===== src/rtl/adder_operand_loader.sv =====
// Byte-stream loader for the 32-bit ripple adder: assembles A, B and carry-in from a 9-byte frame.
// Optional inter-byte idle timeout is built in when ADDER_LOADER_TIMEOUT_EN is defined.
module adder_operand_loader #(
  parameter int unsigned TIMEOUT_CYCLES = 1000000
) (
  input  logic        clk,
  input  logic        rst_n,
  input  logic [7:0]  in_data,
  input  logic        in_valid,
  output logic        in_ready,
  output logic [31:0] a,
  output logic [31:0] b,
  output logic        cin,
  output logic        op_valid,
  input  logic        op_ready,
  output logic [3:0]  byte_cnt,
  output logic        err_timeout
);

  typedef enum logic {LOAD, HOLD} state_t;

  state_t      state_reg, state_next;
  logic [3:0]  byte_cnt_reg, byte_cnt_next;
  logic [31:0] a_reg, a_next, b_reg, b_next;
  logic        cin_reg, cin_next;
  logic        op_valid_reg, op_valid_next;
  logic        in_ready_reg, in_ready_next;
  logic [31:0] shadow_a, shadow_b;
  logic        xfer;
  logic        timeout_fire;

  assign xfer = in_valid && in_ready_reg;

  // Each byte lane of the shadow operands captures its own frame position.
  genvar gi;
  generate
    for (gi = 0; gi < 4; gi++) begin : g_lane
      logic [7:0] lane_a_reg, lane_b_reg;
      always_ff @(posedge clk or negedge rst_n) begin
        if (!rst_n) begin
          lane_a_reg <= '0;
          lane_b_reg <= '0;
        end else if (xfer) begin
          if (byte_cnt_reg == 4'(gi))     lane_a_reg <= in_data;
          if (byte_cnt_reg == 4'(gi + 4)) lane_b_reg <= in_data;
        end
      end
      assign shadow_a[8*gi +: 8] = lane_a_reg;
      assign shadow_b[8*gi +: 8] = lane_b_reg;
    end
  endgenerate

  always_comb begin
    state_next    = state_reg;
    byte_cnt_next = byte_cnt_reg;
    a_next        = a_reg;
    b_next        = b_reg;
    cin_next      = cin_reg;
    op_valid_next = op_valid_reg;
    in_ready_next = in_ready_reg;
    case (state_reg)
      LOAD: begin
        in_ready_next = 1'b1;
        if (xfer) begin
          if (byte_cnt_reg == 4'd8) begin
            byte_cnt_next = '0;
            a_next        = shadow_a;
            b_next        = shadow_b;
            cin_next      = in_data[0];
            op_valid_next = 1'b1;
            in_ready_next = 1'b0;
            state_next    = HOLD;
          end else begin
            byte_cnt_next = byte_cnt_reg + 4'd1;
          end
        end else if (timeout_fire) begin
          byte_cnt_next = '0;
        end
      end
      HOLD: begin
        if (op_valid_reg && op_ready) begin
          op_valid_next = 1'b0;
          in_ready_next = 1'b1;
          state_next    = LOAD;
        end
      end
      default: state_next = LOAD;
    endcase
  end

  always_ff @(posedge clk or negedge rst_n) begin
    if (!rst_n) begin
      state_reg    <= LOAD;
      byte_cnt_reg <= '0;
      a_reg        <= '0;
      b_reg        <= '0;
      cin_reg      <= 1'b0;
      op_valid_reg <= 1'b0;
      in_ready_reg <= 1'b0;
    end else begin
      state_reg    <= state_next;
      byte_cnt_reg <= byte_cnt_next;
      a_reg        <= a_next;
      b_reg        <= b_next;
      cin_reg      <= cin_next;
      op_valid_reg <= op_valid_next;
      in_ready_reg <= in_ready_next;
    end
  end

`ifdef ADDER_LOADER_TIMEOUT_EN
  localparam int IW = (TIMEOUT_CYCLES > 2) ? $clog2(TIMEOUT_CYCLES) : 1;
  logic [IW-1:0] idle_reg;
  logic          err_timeout_reg;

  // A coinciding transfer always wins over the timeout.
  assign timeout_fire = (state_reg == LOAD) && (byte_cnt_reg != 4'd0) && !xfer &&
                        (idle_reg == IW'(TIMEOUT_CYCLES - 1));

  always_ff @(posedge clk or negedge rst_n) begin
    if (!rst_n) begin
      idle_reg        <= '0;
      err_timeout_reg <= 1'b0;
    end else begin
      err_timeout_reg <= timeout_fire;
      if (xfer || (state_reg != LOAD) || timeout_fire)
        idle_reg <= '0;
      else if (byte_cnt_reg != 4'd0)
        idle_reg <= idle_reg + IW'(1);
    end
  end

  assign err_timeout = err_timeout_reg;
`else
  assign timeout_fire = 1'b0;
  // The idle limit only matters when the timeout is built in.
  assign err_timeout  = 1'b0 && (TIMEOUT_CYCLES >= 2);
`endif

  assign in_ready = in_ready_reg;
  assign a        = a_reg;
  assign b        = b_reg;
  assign cin      = cin_reg;
  assign op_valid = op_valid_reg;
  assign byte_cnt = byte_cnt_reg;

endmodule


===== config.mk =====
export PLATFORM = sky130hd
export DESIGN_NAME = adder_operand_loader
export DESIGN_NICKNAME = d
export VERILOG_FILES = /design/src/rtl/adder_operand_loader.sv
export SDC_FILE = /design/constraint.sdc
export NUM_CORES = 1
export LEC_CHECK = 0
export ABC_AREA = 1
export CORE_MARGIN = 5
export CORE_UTILIZATION = 48
export CTS_CLUSTER_DIAMETER = 100
export CTS_CLUSTER_SIZE = 30
export DETAILED_ROUTE_END_ITERATION = 7
export PLACE_DENSITY_LB_ADDON = 0.05
export SETUP_SLACK_MARGIN = 0.2
export SYNTH_ARGS = -nofsm -noshare
export SYNTH_HDL_FRONTEND = slang
export SYNTH_SLANG_ARGS = --single-unit

===== constraint.sdc =====
create_clock -name clk -period 1.25 [get_ports clk]
set_input_delay 0.25 -clock clk [delete_from_list [all_inputs] [get_ports clk]]
set_output_delay 0.25 -clock clk [all_outputs]
set_load 0.01 [all_outputs]

==> metrics.txt <==
status complete, but fails checks; failing checks setup timing; drt drc 0; CP Class register to register; Via-to-Cell Ratio 5.29; clock sink total 136; Iteration-0 DRC Markers 347; fin nets 742; crit path max fanout 8; Antenna Nets Post-Route 0; drt first pass iters 5; Core ar. 0.0108 mm²; most frequent cells in the layout 163 x nand2_1, 132 x dfrtp_1, 64 x buf_4; CP arrival 1.99 ns; warnings from Yosys 0; max_cap viols 0; Synth Area in Compound Gates 6.51%; layout cells sized above 1 42.5%; Final Core Density 74.0%; final wirelength 15.9 mm; RSZ-0062 raised after global routing true; Mean Syn Cell Area 9.63 µm²; CTS Buf Count 17; Syn-to-layout area delta 51.3%; hold crit path type input port to asynchronous set/reset pin; Synth Net Count 567; adder-cell area share of the yosys netlist 0.943%; period utilization 124%; Die Width 115 µm; Static Leak 4.17 nW; initial antenna violation count 0; Worst Setup End Kind register; commonest non-fill, non-tap cell in the layout nand2_1; mux contribution to synthesized area 0%; Clock Skew 0.00821 ns; CTS Root Cell clkbuf_8; Yosys top cell area share 64.2%; number of diodes 0; Worst-path clk slew 0.06 ns; fillers 752; Buffers on Ports 82; Total GRT Usage 22.6%; global-route wire length before repair 22.8 mm; Rel. slew slack 59.1%; vias 4649; mapped cell area 0.00531 mm²; Initial Util 48.9%; hold slack 0.197 ns; Fin Setup TNS -30.62 ns; WL per Instance 18.1 µm; Final WS setup -0.298 ns; Clock Latency Late Sink 0.54 ns; DP Area 0.00646 mm²; Synth Area in Simple Gates 23.1%; worst-case reg-to-reg path depth 8; Required @ worst endpoint 1.69 ns; Slew Viols, Final 0; top cell type by total area after synthesis dfrtp_1; Rows 38; IO Count 84; die area 0.0133 mm²; min Tclk post-route 1.55 ns; gr ovfl total 0; HPWL after DPL 8.15 mm; Synth Instances 551; Pwr Total 21.2 mW; Slew @ Worst Pin 0.613 ns; H-tree levels 4; synthesized flop and latch total 136; largest family of logic cells by synthesized area simple AND/OR/NAND/NOR gates; startpoint types register; fin area 0.00803 mm²; post-synthesis sequential area ratio 64.2%; Final Setup Violations 207; Synth Area in XOR/XNOR 0%; f_max 646 MHz; largest net degree at the start of global routing 42; Area contributors post-synth dfrtp_1 64%, nand2_1 15%, nand3_1 6.3%; vias in the first global route 4343; pwr dens 2650 mW/mm²; gpl congestion 0.779; CTS tree yes; Netlist cell types 18; Die Ht 115 µm; Clock Path Buffers 2; Worst VDD drop 1.31 mV; final hold viol count 0
[layer usage]
layer	up-vias	global-route usage [%]	share of wire [%]
met2	164	37.0	51
met4	0	8.22	1.9
met1	2316	29.2	41
li1	2141	-	-
met5	-	0	0
met3	28	5.63	6.3
[path summary, 6_finish.rpt]
kind | startpoint | slack [ns] | to
max reg2reg | byte_cnt[1] | -0.30 | g_lane[0].lane_b_reg[1]
max | byte_cnt[1] | -0.30 | g_lane[0].lane_b_reg[1]
min in group clk | op_ready | 0.36 | op_valid
min | rst_n | 0.20 | g_lane[1].lane_b_reg[4]
max in group asynchronous | rst_n | 0.53 | g_lane[2].lane_b_reg[0]
min reg2reg | b[22] | 0.47 | b[22]
[cell type report]
cell class                      instances  area (µm²)  area share (%)
Timing Repair Buffer                  180        1580            19.7
Sequential cell                       136        3410            42.5
Inverter                               16        67.6           0.842
Tap cell                              140         175            2.18
Clock inverter                         13         154            1.92
Multi-Input combinational cell        375        2210            27.5
Clock buffer                           19         432            5.38
[critical path, stage by stage (launching register included)]
cell,delay [ns]
dfrtp_2,0.45
inv_4,0.10
ha_4,0.15
buf_4,0.11
inv_4,0.03
nor2_4,0.19
buf_6,0.15
nand2_8,0.08
o21ai_2,0.18
[cells by family after synthesis]
family                   Yosys count
buffers and inverters             46
AND/OR/NAND/NOR                  295
flip-flops                       136
AO/OA/AOI/OAI                     69
other                              1
adder cells (fa/ha/maj)            4
[Yosys cell counts (all sizes together)]
cell,instances
buf,26
conb,1
o21ai,67
inv,16
nand3,67
ha,4
nor2,12
nand2,216
a21oi,2
clkbuf,4
dfrtp,136
[power breakdown]
part	switching, mW	internal (mW)	total (mW)
logic	4.51	4.16	8.67
registers	1.28	6.31	7.59
clock network	1.92	3.07	4.99
total	7.70	13.5	21.2
[metrics by stage]
stage          std cells  setup slack (ns)
2_1_floorplan        551           -0.0866
3_3_place_gp         767            -0.359
4_1_cts              841            -0.214
5_1_grt              879            -0.323
6_report             879            -0.298
3_5_place_dp         767            -0.390
[what timing repair did]
action                     in CTS  in global routing
pin swaps                       5                 21
setup endpoints to repair     207                207
gates resized for setup       340                113
setup buffers                  36                 32
hold endpoints to repair      127                  0
hold buffers                    1                  0
gates cloned                    5                  6
No activity file was read; power rests on OpenSTA's default activity.
